--- src/rtl/lfsr_mult_bist.sv ---
// lfsr_mult_bist: self-test controller for multiplier cores.
// A Fibonacci LFSR supplies operand pairs. Each pair is held for HOLD cycles.
// The product is sampled LATENCY cycles after the pair is applied and folded
// into a MISR. At the end of the run the MISR is compared against a golden
// signature.
module lfsr_mult_bist #(
   parameter int unsigned        WIDTH       = 16,
   parameter logic [WIDTH-1:0]   TAPS        = 16'h002D,
   parameter logic [WIDTH-1:0]   SEED        = 16'hACE1,
   parameter logic [2*WIDTH-1:0] MISR_TAPS   = 32'h0000_0057,
   parameter int unsigned        HOLD        = 5,
   parameter int unsigned        LATENCY     = 3,
   parameter int unsigned        NUM_PAT     = 256,
   parameter int unsigned        DUT_RST_CYC = 2,
   localparam int unsigned       CNT_W       = $clog2(NUM_PAT + 1)
) (
   input  logic                 clk,
   input  logic                 rst,
   input  logic                 start,
   input  logic                 swap_a,
   input  logic [2*WIDTH-1:0]   golden,
   output logic                 dut_rst,
   output logic [WIDTH-1:0]     dut_a,
   output logic [WIDTH-1:0]     dut_b,
   input  logic [2*WIDTH-1:0]   dut_result,
   output logic                 busy,
   output logic                 done,
   output logic                 pass,
   output logic [2*WIDTH-1:0]   signature,
   output logic [CNT_W-1:0]     pat_count
);

   // A zero seed would lock the LFSR, so it is replaced by 1.
   localparam logic [WIDTH-1:0] SEED_EFF =
      (SEED == '0) ? {{(WIDTH-1){1'b0}}, 1'b1} : SEED;

   // One counter serves both the reset phase and the per-pattern hold phase.
   localparam int unsigned HCNT_MAX = (HOLD > DUT_RST_CYC) ? HOLD : DUT_RST_CYC;
   localparam int unsigned HCNT_W   = (HCNT_MAX > 1) ? $clog2(HCNT_MAX) : 1;

   localparam logic [HCNT_W-1:0] HOLD_LAST = HCNT_W'(HOLD - 1);
   localparam logic [HCNT_W-1:0] LAT_CNT   = HCNT_W'(LATENCY);
   localparam logic [HCNT_W-1:0] RSTD_LAST = HCNT_W'(DUT_RST_CYC - 1);
   localparam logic [CNT_W-1:0]  NUM_PAT_C = CNT_W'(NUM_PAT);

   typedef enum logic [1:0] {
      S_IDLE  = 2'd0,
      S_RSTD  = 2'd1,
      S_APPLY = 2'd2,
      S_DONE  = 2'd3
   } state_t;

   state_t              state_q;
   logic [WIDTH-1:0]    lfsr_q;
   logic [2*WIDTH-1:0]  misr_q;
   logic [CNT_W-1:0]    pat_cnt_q;
   logic [HCNT_W-1:0]   hold_cnt_q;
   logic                swap_q;
   logic                dut_rst_q;
   logic [WIDTH-1:0]    dut_a_q;
   logic [WIDTH-1:0]    dut_b_q;
   logic                busy_q;
   logic                done_q;
   logic                pass_q;

   logic [WIDTH-1:0]    lfsr_adv;
   logic [WIDTH-1:0]    op_src;
   logic [WIDTH-1:0]    op_a;
   logic [2*WIDTH-1:0]  misr_capt;
   logic [2*WIDTH-1:0]  misr_after;
   logic [CNT_W-1:0]    pat_cnt_after;
   logic                capture;
   logic                hold_last;
   logic                last_pat;

   // Datapath: LFSR/MISR step values and the operand pair for the next load.
   always_comb begin
      lfsr_adv  = {^(lfsr_q & TAPS), lfsr_q[WIDTH-1:1]};
      misr_capt = {misr_q[2*WIDTH-2:0], ^(misr_q & MISR_TAPS)} ^ dut_result;
      capture   = (state_q == S_APPLY) && (hold_cnt_q == LAT_CNT);
      hold_last = (state_q == S_APPLY) && (hold_cnt_q == HOLD_LAST);
      // When LATENCY == HOLD-1 the last capture and the end-of-hold decision
      // fall on the same edge. The decision therefore looks at post-capture
      // values.
      misr_after    = capture ? misr_capt : misr_q;
      pat_cnt_after = capture ? (pat_cnt_q + CNT_W'(1)) : pat_cnt_q;
      last_pat      = (pat_cnt_after == NUM_PAT_C);
      // The first pattern uses the seed held in lfsr_q. Later patterns use
      // the advanced value.
      op_src = (state_q == S_APPLY) ? lfsr_adv : lfsr_q;
      op_a   = swap_q ? {op_src[WIDTH/2-1:0], op_src[WIDTH-1:WIDTH/2]} : op_src;
   end

   // Run sequencer: IDLE -> RSTD -> APPLY -> DONE, with all outputs registered.
   always_ff @(posedge clk or posedge rst) begin
      if (rst) begin
         state_q    <= S_IDLE;
         lfsr_q     <= SEED_EFF;
         misr_q     <= '0;
         pat_cnt_q  <= '0;
         hold_cnt_q <= '0;
         swap_q     <= 1'b0;
         dut_rst_q  <= 1'b1;
         dut_a_q    <= '0;
         dut_b_q    <= '0;
         busy_q     <= 1'b0;
         done_q     <= 1'b0;
         pass_q     <= 1'b0;
      end else begin
         case (state_q)
            S_IDLE, S_DONE: begin
               if (start) begin
                  swap_q     <= swap_a;
                  lfsr_q     <= SEED_EFF;
                  misr_q     <= '0;
                  pat_cnt_q  <= '0;
                  hold_cnt_q <= '0;
                  dut_rst_q  <= 1'b1;
                  dut_a_q    <= '0;
                  dut_b_q    <= '0;
                  busy_q     <= 1'b1;
                  done_q     <= 1'b0;
                  pass_q     <= 1'b0;
                  state_q    <= S_RSTD;
               end
            end

            S_RSTD: begin
               if (hold_cnt_q == RSTD_LAST) begin
                  hold_cnt_q <= '0;
                  dut_rst_q  <= 1'b0;
                  dut_b_q    <= op_src;
                  dut_a_q    <= op_a;
                  state_q    <= S_APPLY;
               end else begin
                  hold_cnt_q <= hold_cnt_q + HCNT_W'(1);
               end
            end

            S_APPLY: begin
               if (capture) begin
                  misr_q    <= misr_capt;
                  pat_cnt_q <= pat_cnt_after;
               end
               if (hold_last) begin
                  if (last_pat) begin
                     // Operands keep their last value. The signature freezes
                     // from here on.
                     busy_q  <= 1'b0;
                     done_q  <= 1'b1;
                     pass_q  <= (misr_after == golden);
                     state_q <= S_DONE;
                  end else begin
                     lfsr_q     <= lfsr_adv;
                     dut_b_q    <= op_src;
                     dut_a_q    <= op_a;
                     hold_cnt_q <= '0;
                  end
               end else begin
                  hold_cnt_q <= hold_cnt_q + HCNT_W'(1);
               end
            end

            default: state_q <= S_IDLE;
         endcase
      end
   end

   assign dut_rst   = dut_rst_q;
   assign dut_a     = dut_a_q;
   assign dut_b     = dut_b_q;
   assign busy      = busy_q;
   assign done      = done_q;
   assign pass      = pass_q;
   assign signature = misr_q;
   assign pat_count = pat_cnt_q;

endmodule
--- config.mk ---
export PLATFORM = sky130hd
export DESIGN_NAME = lfsr_mult_bist
export DESIGN_NICKNAME = d
export VERILOG_FILES = /design/src/rtl/lfsr_mult_bist.sv
export SDC_FILE = /design/constraint.sdc
export NUM_CORES = 1
export LEC_CHECK = 0
export CAP_MARGIN = 0
export CORE_ASPECT_RATIO = 0.7
export CORE_MARGIN = 2
export CORE_UTILIZATION = 45
export DETAILED_ROUTE_END_ITERATION = 8
export PLACE_DENSITY = 0.86
export SLEW_MARGIN = 20
export SYNTH_ARGS = -nofsm -noshare
export SYNTH_HDL_FRONTEND = slang
export SYNTH_SLANG_ARGS = --single-unit
--- constraint.sdc ---
create_clock -name clk -period 2.8 [get_ports clk]
set_input_delay 0.28 -clock clk [delete_from_list [all_inputs] [get_ports clk]]
set_output_delay 0.28 -clock clk [all_outputs]
set_load 0.01 [all_outputs]
==> PnR_summary.wiki, run 1 <==
{| class="wikitable"
! Metric !! Value
|-
| Initial core utilization || 0.457
|-
| Number of synthesis warnings || 0
|-
| Highest clock rate || 372 MHz
|-
| Arrival time of the worst setup path || 2.95 ns
|-
| Maximum buffer depth of the clock tree || 2
|-
| Die Ht || 97.7 um
|-
| Level count of the clock H-tree || 3
|-
| Number of port buffers || 144
|-
| FF+latch count, synth || 99
|-
| Endpoints failing setup || 0
|-
| Count of antenna-violating nets left after detailed routing || 0
|-
| Clock tree from TritonCTS || yes
|-
| Final Hold Viols || 0
|-
| Synthesis-to-layout area growth || 34.9%
|-
| Static leakage power || 3.24 nW
|-
| Maximum number of pins on one net before global-route repair || 38
|-
| Ranking of synthesized cells by area || dfrtp_1 40%, xor2_1 9.3%, mux2_2 6.6%
|-
| Cts-stage hold buffer count || 0
|-
| Part of the total power dissipated in combinational logic || 0.492
|-
| Vias per std cell || 5.71
|-
| Category of the most critical setup path || reg2reg
|-
| GR Util All Layers || 0.259
|-
| Ant. Diodes || 0
|-
| First-iteration detailed-routing DRC count || 416
|-
| Clock group share of total power || 0.192
|-
| Synthesized Nets || 593
|-
| Worst endpoint required time || 3.06 ns
|-
| Final weighted congestion in routability-driven placement || 0.959
|-
| Wire length of the first global-routing pass || 26.5 mm
|-
| Clock Pin Slew Worst Setup and Hold Paths || 0.07 ns
|-
| Worst Slack Setup Final || 0.113 ns
|-
| Yosys top cell area share || 0.399
|-
| Share of cells above drive strength 1 || 0.117
|-
| DRC violations left || 0
|-
| Final hold slack || 0.415 ns
|-
| Worst-case setup slack after placement || 0.163 ns
|-
| Maximum VDD drop || 0.000579 V
|-
| Xor-xnor portion of the synthesized cell area || 0.156
|-
| Setup skew after layout || 0.00737 ns
|-
| Dominant combinational cell family by area after synthesis || XOR/XNOR gates
|-
| Yosys cell types || 52
|-
| Maximum fanout along the worst path || 8
|-
| Share of flip-flops with an asynchronous set or reset || 1.00
|-
| Cell type with the largest total area after synthesis || dfrtp_1
|-
| Via count of the first global-routing pass || 4661
|-
| Root buffer cell || clkbuf_16
|-
| Fill cell instance count of the final layout || 976
|-
| Type of destination of the critical path || register
|-
| Number of max-cap violations || 0
|-
| Net switching power || 2.29 mW
|-
| Worst-Skew Late Latency || 0.34 ns
|-
| Cts bufs inserted || 9
|-
| Switching portion of total power || 0.383
|-
| Antenna violations before repair || 0
|-
| Class of the most critical hold timing path || in2async
|-
| Die area || 0.0135 sq mm
|-
| Share of synthesized area spent on multiplexers || 0.103
|-
| Site Rows || 34
|-
| Summed negative setup slack over all endpoints || 0 ns
|-
| Power, Total || 5.99 mW
|-
| Minimum clock period || 2.69 ns
|-
| Power density relative to cell area || 787 mW/mm^2
|-
| Actual slew at the worst max-slew pin || 0.966 ns
|-
| Vias after detailed routing || 4735
|-
| Run status || finished clean
|-
| Gate count after technology mapping || 517
|-
| Post-synthesis adder-cell area fraction || 0.0177
|-
| Post-synth EDFFs || 0
|-
| Layout Nets || 738
|-
| Share of total power in sequential cells || 0.316
|-
| Internal power || 3.70 mW
|-
| Total congestion overflow after global routing || 0
|-
| Flop-to-flop setup slack || 0.11 ns
|-
| Worst slew margin relative to its limit || 0.356
|-
| Part of the cycle the worst path needs || 0.959
|-
| Detailed placer's ending HPWL || 13.0 mm
|-
| Total wire length after detailed routing || 16.9 mm
|-
| Critical Path Source Type || register
|-
| Cell area after technology mapping || 0.00564 sq mm
|-
| Mapped Avg Cell Area || 10.9 sq um
|-
| Drt pass-1 iters || 5
|-
| Non-filler cells in the finished layout || 829
|-
| Share of synthesized area occupied by flip-flops and latches || 0.441
|-
| I/O pin total || 145
|-
| Number of pins with negative max-slew slack in the final report || 0
|-
| Compound-gate portion of the synthesized area || 0.154
|-
| Clock Sinks || 99
|-
| Core Region || 0.0123 sq mm
|-
| Synth Area in Simple Gates || 0.0971
|-
| Avg WL per Cell || 20.4 um
|-
| Die Width || 138 um
|-
| Dominant register cell in the synthesized netlist || dfrtp_1
|-
| Total placed cells including tap cells || 813
|-
| Unrepaired setup endpoints after global routing || no
|}
-- final timing paths --
path	cells after the start	from	endpoint
max	10	hold_cnt_q[0]	lfsr_q[7]
min	2	rst	lfsr_q[14]
max reg2reg	10	hold_cnt_q[0]	lfsr_q[7]
min reg2reg	1	dut_a[6]	dut_a[6]
max in group asynchronous	3	rst	lfsr_q[0]
min in group clk	1	dut_a[6]	dut_a[6]
-- cells in the mapped netlist, drive strengths merged (3+ instances only) --
cell type   n
a211oi     15
a21oi       7
a22o       39
a31oi       3
buf         9
clkbuf     14
dfrtp      90
dfstp       9
ha          8
inv        12
mux2       34
mux2i      20
nand2      20
nand3       6
nand4      10
nor2       30
nor2b      17
nor3        7
nor4        7
o21a        3
o21ai      22
o21bai      4
o22a        9
xnor2      38
xor2       60
-- per-stage QoR --
| stage | util | area, sq um |
|---|---|---|
| 5_1_grt | 0.617 | 7610 |
| 3_3_place_gp | 0.592 | 7310 |
| 4_1_cts | 0.615 | 7580 |
| 6_report | 0.617 | 7610 |
| 3_5_place_dp | 0.592 | 7310 |
| 2_1_floorplan | - | 5650 |
-- worst max-delay path: stages (launching register included) --
cell and delay, ns:
dfrtp_1 0.40, ha_1 0.21, ha_1 0.24, buf_4 0.20
nand2_1 0.11, nor2_1 0.10, and4b_1 0.23, o21ai_2 0.21
buf_4 0.19, nand4_1 0.38, o22a_1 0.34
-- placed cells by master, fill, tap and decap left out, types with 8 or more instances in the layout --
cell type        instances
clkbuf_16                9
ha_1                     8
xnor2_1                 38
mux2i_1                 20
nand2_1                 20
nor2b_1                 17
dfstp_2                  9
buf_4                   10
mux2_2                  33
nand4_1                 10
a22o_1                  39
clkdlybuf4s50_1        144
o21ai_0                 20
o22a_1                   9
a211oi_1                15
nor2_1                  29
inv_1                   11
xor2_1                  60
dfrtp_1                 90
-- routing by layer --
metal | wire (um) | vias up | global-route usage
met5 | 0 | - | 0
li1 | - | 2147 | -
met4 | 320 | 0 | 0.0620
met2 | 7630 | 209 | 0.374
met1 | 7570 | 2338 | 0.382
met3 | 1430 | 41 | 0.0762
-- power by group through the flow --
stage	clock network, mW	logic [mW]	registers [mW]
2_1_floorplan	0	1.85	1.91
6_report	1.15	2.94	1.89
3_3_place_gp	0	2.73	1.89
3_5_place_dp	0	2.84	1.91
4_1_cts	1.17	2.88	1.89
5_1_grt	1.23	3.18	1.92
-- repair_timing --
action                     CTS  global route
gates resized for setup      0             4
hold endpoints to repair     0             0
setup endpoints to repair    0            68
buffers inserted             0             0
-- registers in the layout, indices dropped and copies added, names as in the netlist --
signal and count:
done 1, hold_cnt_q 3, dut_rst 1, state_q 2, pass 1, lfsr_q 16, dut_b 16, pat_count 9
dut_a 16, busy 1, signature 32, swap_q 1
-- logic make-up after synthesis --
logic type,Yosys count
adders and majority gates,8
muxes,54
and+or+nand+nor,107
AOI/OAI and AO/OA,114
xor gates and xnor gates,99
DFF,99
buffers and inverters,36
-- final cells by class --
cell class	instances	area, sq um	area share
multi-input cells	382	3010	0.396
flip-flops and latches	99	2490	0.327
repair buffers	157	1580	0.207
clock buffers	13	250	0.0329
well taps	162	203	0.0266
inverters	13	56.3	0.00740
clock inverters	3	23.8	0.00312
Note: power is estimated with default switching activity, not from simulation.
==> run 2, diff against run 1 <==
--- a/config.mk
+++ b/config.mk
@@ -6,9 +6,11 @@
 export NUM_CORES = 1
 export LEC_CHECK = 0
 export CAP_MARGIN = 0
+export CELL_PAD_IN_SITES_DETAIL_PLACEMENT = 1
+export CELL_PAD_IN_SITES_GLOBAL_PLACEMENT = 2
 export CORE_ASPECT_RATIO = 0.7
-export CORE_MARGIN = 2
-export CORE_UTILIZATION = 45
+export CORE_MARGIN = 4
+export CORE_UTILIZATION = 28
 export DETAILED_ROUTE_END_ITERATION = 8
 export PLACE_DENSITY = 0.86
 export SLEW_MARGIN = 20
==> run 2 against run 1 <==
Against the previous run: maximum frequency increased by 1.7%; core utilization fell by 22 points; global-route usage fell by 9.4 points; clock skew grew 0.011 ns; design area grew 2.5%; worst setup slack better by 0.045 ns; combinational power hardly changed; sequential cell count unchanged; non-clock buffer count up 4.
==> PnR_summary.wiki, run 2 (same netlist as run 1, synthesis figures left out) <==
{| class="wikitable"
! Metric !! Value
|-
| Run status || finished clean
|-
| Arrival time of the worst setup path || 2.87 ns (-0.08 ns)
|-
| Unrepaired setup endpoints after global routing || no
|-
| Number of max-cap violations || 0 (unchanged)
|-
| Maximum fanout along the worst path || 32 (+24)
|-
| Antenna violations before repair || 0 (unchanged)
|-
| Cell area after placement || 0.00747 sq mm (+2.3%)
|-
| Worst-Skew Late Latency || 0.36 ns (+0.02 ns)
|-
| Actual slew at the worst max-slew pin || 0.949 ns (-0.0173 ns)
|-
| Class of the most critical hold timing path || in2async
|-
| Maximum number of pins on one net before global-route repair || 43 (+13%)
|-
| Combined flip-flop and latch cell area || 0.00249 sq mm (unchanged)
|-
| Synthesis-to-layout area growth || 38.3%
|-
| Largest stage delay on the critical path || 0.54 ns (+0.14 ns)
|-
| First-iteration detailed-routing DRC count || 220 (-47%)
|-
| Type of destination of the critical path || register
|-
| Summed negative setup slack over all endpoints || 0 ns (unchanged)
|-
| Core Region || 0.0198 sq mm (+60%)
|-
| Vias per std cell || 4.97 (-13%)
|-
| End-of-flow core utilization || 0.394 (-0.223)
|-
| Finished Cell Area || 0.00780 sq mm (+2.5%)
|-
| Ant. Diodes || 0 (unchanged)
|-
| Area of the multi-input gates || 0.00300 sq mm (-0.42%)
|-
| Layout Nets || 742 (+0.54%)
|-
| Detailed placer's ending HPWL || 14.6 mm (+12%)
|-
| Quantity of gates resized following cts || 0 (unchanged)
|-
| Via count of the first global-routing pass || 5029 (+7.9%)
|-
| Worst r2r path cells || 9 (-1)
|-
| Category of the most critical setup path || reg2reg
|-
| Die Width || 178 um (+29%)
|-
| Buffers inserted during post-CTS setup optimization || 0 (unchanged)
|-
| Initial core utilization || 0.285 (-0.172)
|-
| Most frequent cells in the layout || 144 x clkdlybuf4s50_1, 90 x dfrtp_1, 60 x xor2_1
|-
| Setup skew after layout || 0.0182 ns (+0.0108 ns)
|-
| Avg WL per Cell || 19.8 um (-3.1%)
|-
| Maximum VDD drop || 0.000573 V (-1.1%)
|-
| Die Ht || 127 um (+30%)
|-
| Count of antenna-violating nets left after detailed routing || 0 (unchanged)
|-
| Fill cell instance count of the final layout || 2208 (+130%)
|-
| Capture point of the worst reg-to-reg path || dut_b[6]
|-
| Final Hold Viols || 0 (unchanged)
|-
| Die area || 0.0225 sq mm (+67%)
|-
| Critical Path Source Type || register
|-
| Standard cell with the maximum stage delay on the critical path || or4b_1
|-
| Clock Sinks || 99 (unchanged)
|-
| Flip-flop count of the largest register after layout || 32 (unchanged)
|-
| Minimum clock period || 2.64 ns (-0.0447 ns)
|-
| Share of cells above drive strength 1 || 0.127 (+0.00974)
|-
| Number of pins with negative max-slew slack in the final report || 0 (unchanged)
|-
| Vias after detailed routing || 4674 (-1.3%)
|-
| Clock tree from TritonCTS || yes
|-
| Wire length of the first global-routing pass || 29.3 mm (+11%)
|-
| Most frequent standard cell in the layout excluding fill and tap cells || clkdlybuf4s50_1
|-
| Worst-path cell chain || ha_1 > ha_2 > nand3_4 > or4b_1 > a21oi_2 > o21ai_2 > o21bai_4 > buf_12 > mux2_2
|-
| Drt pass-1 iters || 4 (-1)
|-
| Number of port buffers || 144 (unchanged)
|-
| Static leakage power || 3.28 nW (+1.3%)
|-
| I/O pin total || 145 (unchanged)
|-
| Total wire length after detailed routing || 18.6 mm (+10%)
|-
| Power, Total || 6.10 mW (+2.0%)
|-
| Flop-to-flop setup slack || 0.16 ns (+0.04 ns)
|-
| Worst endpoint required time || 3.03 ns (-0.03 ns)
|-
| Cts-stage hold buffer count || 0 (unchanged)
|-
| Total congestion overflow after global routing || 0 (unchanged)
|-
| Endpoints failing setup || 0 (unchanged)
|-
| Cts bufs inserted || 9 (unchanged)
|-
| DRC violations left || 0 (unchanged)
|-
| Clock Pin Slew Worst Setup and Hold Paths || 0.09 ns (+0.02 ns)
|-
| Worst R2R Start || hold_cnt_q[0]
|-
| Site Rows || 43 (+26%)
|-
| Maximum buffer depth of the clock tree || 2 (unchanged)
|-
| GR Util All Layers || 0.165 (-0.0940)
|-
| Power density relative to cell area || 782 mW/mm^2 (-0.53%)
|-
| Root buffer cell || clkbuf_16
|-
| Highest clock rate || 379 MHz (+1.7%)
|-
| Final weighted congestion in routability-driven placement || 0.847 (-12%)
|-
| Worst slew margin relative to its limit || 0.368 (+0.0116)
|-
| Level count of the clock H-tree || 3 (unchanged)
|-
| Part of the cycle the worst path needs || 0.944 (-0.0159)
|}
-- run 2: worst max-delay path, delay by kind of cell (launching register included) --
family / cells / cell delay [ns]
fa+ha+maj: 2 / 0.44
simple gates: 2 / 0.67
buf+inv: 1 / 0.22
flops: 1 / 0.39
mux: 1 / 0.36
compound gates: 3 / 0.43
-- run 2: metal layers --
layer,GRT usage,routed length [um],vias up
li1,-,-,2154
met1,0.243,9320,2404
met2,0.256,8490,99
met3,0.0262,599,17
met4,0.0355,228,0
met5,0,0,-
-- run 2: report_power, final --
group | total, mW | switching, mW | leakage [nW] | internal (mW)
clock | 1.30 | 0.652 | 0.152 | 0.644
combinational | 2.92 | 1.54 | 1.83 | 1.38
sequential | 1.89 | 0.214 | 1.30 | 1.68
total | 6.10 | 2.41 | 3.28 | 3.70
-- run 2: worst max path at each step --
stage	startpoint	end	slack, ns	cells past startpoint
5_1_grt	hold_cnt_q[0]	dut_b[6]	0.04	9
3_3_place_gp	hold_cnt_q[0]	dut_a[7]	0.24	9
2_1_floorplan	hold_cnt_q[0]	dut_a[10]	0.30	10
3_5_place_dp	hold_cnt_q[0]	dut_a[3]	0.11	9
4_1_cts	hold_cnt_q[0]	dut_b[6]	0.09	9
6_report	hold_cnt_q[0]	dut_b[6]	0.16	9
-- run 2: metrics by stage --
stage                     setup slack [ns]  hold slack (ns)  cells
after floorplan                      0.303            0.430    517
after detailed placement             0.110            0.497    925
after global placement               0.241            0.478    925
final                                0.158            0.336    941
after global routing                0.0364            0.381    941
after CTS                           0.0905            0.349    941
-- run 2: area by class of cell --
cell class              instances  share of cell area
flip-flops and latches         99               0.319
clock inverters                 7              0.0117
repair buffers                161               0.206
multi-input cells             382               0.384
well taps                     270              0.0433
inverters                      13             0.00674
clock buffers                   9              0.0289
==> run 3, diff against run 2 <==
--- a/config.mk
+++ b/config.mk
@@ -9,7 +9,7 @@
 export CELL_PAD_IN_SITES_DETAIL_PLACEMENT = 1
 export CELL_PAD_IN_SITES_GLOBAL_PLACEMENT = 2
 export CORE_ASPECT_RATIO = 0.7
-export CORE_MARGIN = 4
+export CORE_MARGIN = 2
 export CORE_UTILIZATION = 28
 export DETAILED_ROUTE_END_ITERATION = 8
 export PLACE_DENSITY = 0.86
==> run 3 against run 2 <==
Against the previous run: total power grew 1.4%; die area shrank 5.3%; critical path depth is the same; count of clock-buffer cells in the layout rose by 1; clock power rose by 3%; non-clock buffer count stayed put; sequential share of layout area increased by 0.077 points; combinational power is 1% higher.
==> PnR_summary.wiki, run 3 (same netlist as run 1, synthesis figures left out) <==
{| class="wikitable"
! Metric !! Value
|-
| Run status || finished clean
|-
| Ant. Diodes || 0 (unchanged)
|-
| GR Util All Layers || 0.179 (+0.0139)
|-
| Clock Pin Slew Worst Setup and Hold Paths || 0.08 ns (about the same)
|-
| Worst endpoint required time || 3.03 ns (about the same)
|-
| Most frequent standard cell in the layout excluding fill and tap cells || clkdlybuf4s50_1
|-
| Endpoints failing setup || 0 (unchanged)
|-
| Layout Nets || 742 (unchanged)
|-
| Flop-to-flop setup slack || 0.15 ns (about the same)
|-
| Part of the cycle the worst path needs || 0.945 (+0.00179)
|-
| Total congestion overflow after global routing || 0 (unchanged)
|-
| Type of destination of the critical path || register
|-
| Minimum clock period || 2.65 ns (+0.00500 ns)
|-
| Maximum buffer depth of the clock tree || 2 (unchanged)
|-
| DRC violations left || 0 (unchanged)
|-
| Core Region || 0.0198 sq mm (unchanged)
|-
| Static leakage power || 3.28 nW (about the same)
|-
| Count of antenna-violating nets left after detailed routing || 0 (unchanged)
|-
| Number of max-cap violations || 0 (unchanged)
|-
| Cts-stage hold buffer count || 0 (unchanged)
|-
| Total wire length after detailed routing || 18.4 mm (-1.3%)
|-
| Switching portion of total power || 0.388 (-0.00656)
|-
| Number of port buffers || 144 (unchanged)
|-
| Clock Sinks || 99 (unchanged)
|-
| Site Rows || 43 (unchanged)
|-
| Clock group share of total power || 0.217 (+0.005)
|-
| Maximum fanout along the worst path || 32 (unchanged)
|-
| Internal power || 3.79 mW (+2.5%)
|-
| Drt pass-1 iters || 4 (unchanged)
|-
| Critical Path Source Type || register
|-
| Initial core utilization || 0.285 (unchanged)
|-
| Clock tree from TritonCTS || yes
|-
| Number of pins with negative max-slew slack in the final report || 0 (unchanged)
|-
| Non-filler cells in the finished layout || 941 (unchanged)
|-
| Buffers inserted during post-CTS setup optimization || 0 (unchanged)
|-
| Die Width || 174 um (-2.3%)
|-
| Maximum VDD drop || 0.000391 V (-32%)
|-
| Synthesis-to-layout area growth || 37.9%
|-
| Share of cells above drive strength 1 || 0.128 (+0.00149)
|-
| Final Hold Viols || 0 (unchanged)
|-
| Vias per std cell || 4.95 (-0.43%)
|-
| Most frequent cells in the layout || 144 x clkdlybuf4s50_1, 90 x dfrtp_1, 60 x xor2_1
|-
| Wire length of the first global-routing pass || 29.4 mm (+0.30%)
|-
| Capture point of the worst reg-to-reg path || dut_b[0]
|-
| Cts bufs inserted || 9 (unchanged)
|-
| Power density relative to cell area || 796 mW/mm^2 (+1.7%)
|-
| Unrepaired setup endpoints after global routing || no
|-
| Total placed cells including tap cells || 925 (unchanged)
|-
| Final weighted congestion in routability-driven placement || 0.874 (+3.1%)
|-
| Antenna violations before repair || 0 (unchanged)
|-
| Maximum number of pins on one net before global-route repair || 43 (unchanged)
|-
| Flip-flop count of the largest register after layout || 32 (unchanged)
|-
| Detailed placer's ending HPWL || 14.2 mm (-2.4%)
|-
| Worst slew margin relative to its limit || 0.366 (-0.00149)
|-
| First-iteration detailed-routing DRC count || 262 (+19%)
|-
| Net switching power || 2.40 mW (-0.24%)
|-
| Quantity of gates resized following cts || 0 (unchanged)
|-
| Arrival time of the worst setup path || 2.88 ns (about the same)
|-
| Worst-Skew Late Latency || 0.36 ns (about the same)
|-
| Share of total power in sequential cells || 0.305 (-0.005)
|-
| Vias after detailed routing || 4654 (-0.43%)
|-
| I/O pin total || 145 (unchanged)
|-
| Fill cell instance count of the final layout || 2226 (+0.82%)
|-
| Category of the most critical setup path || reg2reg
|-
| Summed negative setup slack over all endpoints || 0 ns (unchanged)
|-
| Worst r2r path cells || 9 (unchanged)
|-
| Class of the most critical hold timing path || in2async
|-
| Die area || 0.0213 sq mm (-5.3%)
|-
| Die Ht || 123 um (-3.2%)
|-
| Root buffer cell || clkbuf_16
|-
| Setup crit end || dut_b[0]
|-
| Level count of the clock H-tree || 3 (unchanged)
|-
| Highest clock rate || 378 MHz (-0.19%)
|-
| Via count of the first global-routing pass || 4990 (-0.78%)
|-
| Actual slew at the worst max-slew pin || 0.951 ns (+0.00224 ns)
|-
| Setup skew after layout || 0.0161 ns (-0.00209 ns)
|-
| Startpoint of the worst setup timing path || state_q[0]
|-
| Part of the total power dissipated in combinational logic || 0.478 (about the same)
|-
| Avg WL per Cell || 19.6 um (-1.3%)
|-
| Worst R2R Start || state_q[0]
|}
[run 3: final cells by class]
| class | count | area (sq um) | area share |
|---|---|---|---|
| Multi-Input combinational cell | 382 | 3000 | 0.385 |
| Sequential cell | 99 | 2490 | 0.320 |
| Inverter | 13 | 52.6 | 0.00675 |
| Timing Repair Buffer | 161 | 1590 | 0.205 |
| Clock inverter | 6 | 75.1 | 0.00965 |
| Clock buffer | 10 | 239 | 0.0307 |
| Tap cell | 270 | 338 | 0.0434 |
[run 3: power groups by stage]
stage	clock, mW	sequential [mW]	combinational (mW)
final	1.34	1.89	2.96
after global routing	1.43	1.92	3.24
after CTS	1.38	1.89	2.98
after detailed placement	0	1.91	2.96
after global placement	0	1.89	2.82
after floorplan	0	1.91	1.85
[run 3: worst min path at each step]
stage	startpoint	to	cells past startpoint
after global placement	dut_a[11]	dut_a[11]	1
after CTS	rst	lfsr_q[9]	2
after floorplan	swap_a	swap_q	1
after detailed placement	dut_a[1]	dut_a[1]	1
final	rst	dut_a[14]	2
after global routing	rst	dut_a[14]	2
[run 3: routing by layer]
layer  up-vias  share of wire  track usage  wire length [um]
li1       2150              -            -                 -
met1      2386           0.48        0.262              8890
met2       110           0.46        0.269              8420
met3         8          0.054       0.0452               999
met4         0         0.0056       0.0289               103
met5         -              0            0                 0
[run 3: critical path, cell delays in order (launching register included)]
cell and delay (ns):
dfrtp_1 0.40, inv_1 0.09, ha_1 0.26, nand3_2 0.20, or4b_1 0.56, a21oi_2 0.18
o21ai_2 0.11, o21bai_4 0.14, buf_12 0.22, mux2_2 0.36
[run 3: stage by stage]
step	hold slack (ns)	cell area [sq um]	util	total power, mW	setup slack (ns)
floorplan	0.430	5650	-	3.77	0.303
global placement	0.477	7460	0.377	4.71	0.207
detailed placement	0.499	7460	0.377	4.87	0.115
CTS	0.363	7780	0.393	6.24	0.102
global route	0.381	7780	0.393	6.59	0.0320
finish	0.343	7780	0.393	6.19	0.153
